File: config.mk
export PLATFORM = sky130hd
export DESIGN_NAME = gpio_sw_debounce
export DESIGN_NICKNAME = d
export VERILOG_FILES = /design/src/rtl/gpio_defs.sv /design/src/rtl/gpio_sw_db_bit.sv /design/src/rtl/gpio_sw_debounce.sv
export SDC_FILE = /design/constraint.sdc
export NUM_CORES = 1
export LEC_CHECK = 0
export ABC_AREA = 1
export CORE_ASPECT_RATIO = 2
export CORE_MARGIN = 8
export CORE_UTILIZATION = 45
export CTS_BUF_LIST = sky130_fd_sc_hd__clkbuf_8
export CTS_CLUSTER_DIAMETER = 150
export CTS_CLUSTER_SIZE = 40
export DETAILED_ROUTE_END_ITERATION = 10
export GPL_TIMING_DRIVEN = 0
export PLACE_DENSITY = 0.76
export RECOVER_POWER = 100
export SLEW_MARGIN = 30
export SYNTH_ARGS = -nofsm -noshare
export SYNTH_HDL_FRONTEND = slang
export SYNTH_SLANG_ARGS = --single-unit
File: constraint.sdc
create_clock -name clk -period 1.8 [get_ports clk]
set_input_delay 0.36 -clock clk [delete_from_list [all_inputs] [get_ports clk]]
set_output_delay 0.36 -clock clk [all_outputs]
set_load 0.01 [all_outputs]
File: src/rtl/gpio_defs.sv
// gpio_defs: shared GPIO constants for the switch debouncer
package gpio_defs;
  localparam int GPIO_SW_NUM          = 16;
  localparam int GPIO_SW_TICK_DIV     = 50000;
  localparam int GPIO_SW_STABLE_TICKS = 4;
endpackage

File: src/rtl/gpio_sw_db_bit.sv
// gpio_sw_db_bit: per-switch debounce counter, debounced level and edge pulses
module gpio_sw_db_bit #(
  parameter int STABLE_TICKS = 4
) (
  input  logic clk,
  input  logic rst_n,
  input  logic tick,
  input  logic sync,
  output logic flip,
  output logic db,
  output logic rise,
  output logic fall
);
  localparam int CW = $clog2(STABLE_TICKS) + 1;
  logic [CW-1:0] cnt;
  // A new level is taken on the tick that completes the mismatch window
  assign flip = tick && (sync != db) && (cnt == CW'(STABLE_TICKS - 1));
  // Count mismatching ticks, restart on any match, invert and pulse on acceptance
  always_ff @(posedge clk or negedge rst_n)
    if (!rst_n) begin
      cnt  <= '0;
      db   <= 1'b0;
      rise <= 1'b0;
      fall <= 1'b0;
    end else begin
      rise <= flip && sync;
      fall <= flip && !sync;
      cnt  <= (sync == db || flip) ? '0 : tick ? cnt + CW'(1) : cnt;
      db   <= flip ? ~db : db;
    end
endmodule

File: src/rtl/gpio_sw_debounce.sv
// gpio_sw_debounce: synchronizes and debounces board switches for the GPIO block
module gpio_sw_debounce
  import gpio_defs::*;
#(
  parameter int NUM_SW       = GPIO_SW_NUM,
  parameter int TICK_DIV     = GPIO_SW_TICK_DIV,
  parameter int STABLE_TICKS = GPIO_SW_STABLE_TICKS
) (
  input  logic              clk,
  input  logic              rst_n,
  input  logic [NUM_SW-1:0] sw_raw_i,
  output logic [NUM_SW-1:0] gp_switch_o,
  output logic [NUM_SW-1:0] sw_rise_o,
  output logic [NUM_SW-1:0] sw_fall_o,
  output logic              sw_change_o
);
  localparam int PW = $clog2(TICK_DIV);
  logic [NUM_SW-1:0] s1, sync, flip;
  logic [PW-1:0]     pre;
  logic              tick;
  assign tick = pre == PW'(TICK_DIV - 1);
  // Two-flop synchronizer for the asynchronous switch pins
  always_ff @(posedge clk or negedge rst_n)
    if (!rst_n) begin
      s1   <= '0;
      sync <= '0;
    end else begin
      s1   <= sw_raw_i;
      sync <= s1;
    end
  // Shared sample prescaler, wraps after TICK_DIV-1
  always_ff @(posedge clk or negedge rst_n)
    if (!rst_n) pre <= '0;
    else        pre <= tick ? '0 : pre + PW'(1);
  // Interrupt request, aligned with the per-bit pulses
  always_ff @(posedge clk or negedge rst_n)
    if (!rst_n) sw_change_o <= 1'b0;
    else        sw_change_o <= |flip;
  for (genvar i = 0; i < NUM_SW; i++) begin : g_bit
    gpio_sw_db_bit #(.STABLE_TICKS(STABLE_TICKS)) u_bit (
      .clk  (clk),
      .rst_n(rst_n),
      .tick (tick),
      .sync (sync[i]),
      .flip (flip[i]),
      .db   (gp_switch_o[i]),
      .rise (sw_rise_o[i]),
      .fall (sw_fall_o[i])
    );
  end
endmodule

==> impl_results.md <==
- Leak: 4.74 nW
- Syn Std Cell Area: 6600 sq um
- Final setup fails: 0
- Tcrit/Tclk final: 0.980
- Asr flop ratio synth: 1.00
- Fraction of layout cells with a size suffix above 1: 0.171
- Bufs on Longest Clock Path: 2
- PD cells: 720 nW/um^2
- Predominant post-synthesis flop cell: dfrtp_1
- Post-Syn Nets: 765
- Reg clk slew, reported paths: 80 ps
- Fin. Hold Viols: 0
- GPL Wtd Cong: 0.844
- DRC: 0
- Initial Util: 0.460
- CP Data Arrival Time: 1400 ps
- Mean Syn Cell Area: 9.24 sq um
- Worst Hold Class: flop to flop
- Critical path class: flop to output port
- Worst slack, placed: -21.4 ps
- Root Buffer: clkbuf_8
- P&R area growth vs syn: 25.3%
- Final HPWL DP: 9.50 mm
- Die Ht: 187 microns
- Post-Layout Inst Area: 8270 sq um
- Placed Area: 7530 sq um
- H-Tree Depth: 4
- Max Slew Vio Count: 0
- Vias in the first global route: 4993
- Antenna violations before repair: 0
- N_diodes: 0
- Max layer used: met4
- CP Capture Type: output port
- CTS sink cnt: 145
- First-pass GRT wire length: 22.0 mm
- Die Area: 19000 sq um
- DR WL/cell: 13.0 microns
- Metal-1 WL: 4.70 mm
- Port Buffers: 66
- RSZ-0062 raised after global routing: yes
- Worst setup startpoint: g_bit[15].u_bit.fall
- Final Core Density: 0.576
- Skew-Pair Late Insertion Delay: 450 ps
- Post-synth top area cell: dfrtp_1
- CTS tree: done
- Most frequent cell after synthesis: dfrtp_1
- Antenna Violating Nets Remaining: 0
- FF-to-FF End: g_bit[8].u_bit.cnt[2]
- Initial drt markers: 218
- Via/cell ratio: 4.69
- Status: complete, no violations
- Max-cap violations: 0
- Area contributors post-synth: dfrtp_1, nand2_1, inv_1
- Core ar.: 14400 sq um
- Fin crit period: 1760 ps
- Filler instances: 1219
- Row Count: 62
- Top post-synthesis cells by count: dfrtp_1, nand2_1, inv_1, nor2_1, buf_4
- Die W: 102 microns
- Launching point of the worst reg2reg path: pre[0]
- Synthesized flop and latch total: 145
- Setup crit start kind: flop
- Yosys Warn Count: 0
- Setup tns final: 0 ps
- Largest net degree at the start of global routing: 89
- Sequential area share after synthesis: 0.550
- Met2 WL: 7.87 mm
- CP required: 1440 ps
- Worst Tran Pin Value: 808 ps
- Highest clock rate: 567 MHz
- Routed length on met3: 376 microns
- Setup Skew: 10.1 ps
- Post-Synthesis Cells: 714
- CP max FO: 1
- Drt first pass iters: 5
- Yosys top cell area share: 0.550
- Final WL: 13.3 mm
- Post-route setup slack: 36.6 ps
- Post-layout total power: 5.95 mW
- R2R Setup Slk: 50 ps
- GRT Total Usage: 0.147
- Grt ovf: 0
- Routed vias: 4825
- CTS Buf Count: 17
- Critical Path End: sw_fall_o[15]
- Boundary pin count: 67
- Number of enable flip-flop cells after synthesis: 0
- Max VDD drop: 0.626 mV
- Worst Reg2Reg Path Length in Cells: 10
- Slew HR: 0.461
- Synth cell types: 23
- Total Nets Final: 874
==> kinds of logic (layout without fill, tap and decap cells) <==
logic type,count (synthesis),in the layout,share of synthesized area
compound gates,49,49,0.0374
xor+xnor,33,33,0.0438
fa+ha+maj,33,33,0.0626
buf+inv,178,300,0.134
flops,145,145,0.550
simple gates,276,276,0.173
==> area by class of cell <==
type	instances	area (sq um)	area share
tap	192	240	0.0291
clock buffer	20	275	0.0333
sequential	145	3630	0.439
buffer	60	499	0.0604
timing repair buffer	90	932	0.113
clock inverter	12	108	0.0130
multi-input combinational	391	2140	0.259
inverter	118	445	0.0539
==> state kept, by name, indices dropped and copies added, names as in the netlist <==
signal / count
pre: 16
sync: 16
sw_change_o: 1
g_bit.u_bit.fall: 16
g_bit.u_bit.cnt: 48
g_bit.u_bit.db: 16
s1: 16
g_bit.u_bit.rise: 16
==> metal layers <==
metal,up-vias,global-route usage
met4,0,0.0670
met2,78,0.290
met3,30,0.0298
li1,2350,-
met5,-,0
met1,2367,0.132
==> cell usage in the layout (no fill, tap or decap), drive strengths merged <==
master | synthesis | routed
dfrtp | 145 | 145
nand2 | 125 | 125
inv | 118 | 120
nor2 | 87 | 87
buf | 60 | 82
nand3 | 49 | 49
o21ai | 40 | 40
ha | 33 | 33
xnor2 | 23 | 23
dlymetal6s2s | 0 | 23
clkbuf | 0 | 23
dlygate4sd3 | 0 | 17
dlygate4sd2 | 0 | 14
clkdlybuf4s50 | 0 | 11
xor2 | 10 | 10
or2 | 10 | 10
a21oi | 8 | 8
clkinv | 0 | 6
nor3 | 3 | 3
clkinvlp | 0 | 3
nor4 | 1 | 1
nand4 | 1 | 1
o22ai | 1 | 1
bufinv | 0 | 1
==> worst min-delay path by stage <==
stage | slack, ps | startpoint | cells past startpoint | endpoint
after detailed placement | 320 | rst_n | 1 | s1[1]
after global placement | 330 | s1[4] | 0 | sync[4]
final | 340 | s1[13] | 0 | sync[13]
after floorplan | 60 | rst_n | 0 | g_bit[0].u_bit.cnt[0]
after global routing | 350 | s1[13] | 0 | sync[13]
after CTS | 330 | sw_raw_i[4] | 1 | s1[4]
==> stage by stage <==
| step | std cells | hold slack [ps] |
|---|---|---|
| 3_3_place_gp | 972 | 333 |
| 4_1_cts | 1019 | 331 |
| 3_5_place_dp | 973 | 315 |
| 5_1_grt | 1028 | 345 |
| 6_report | 1028 | 345 |
| 2_1_floorplan | 714 | 64.4 |
==> repair_timing <==
| item | in CTS | in global routing |
|---|---|---|
| endpoints found under the setup margin | 43 | 84 |
| pin swaps | 0 | 6 |
| gates resized for setup | 19 | 66 |
| buffers inserted | 13 | 7 |
| endpoints found under the hold margin | 57 | 0 |
| hold buffers | 1 | 0 |
| cloned | 0 | 2 |
==> critical path, cell delays in order, from the launching register on <==
cell,delay (ps)
dfrtp_1,360
buf_4,130
clkdlybuf4s50_1,480
==> where the power goes <==
group | total, mW | leakage (nW) | internal (mW) | switching, mW
clock network | 2.46 | 0.191 | 1.20 | 1.26
registers | 3.31 | 1.94 | 3.29 | 0.0231
logic | 0.178 | 2.61 | 0.0571 | 0.121
(Power assumes the default switching activity.)
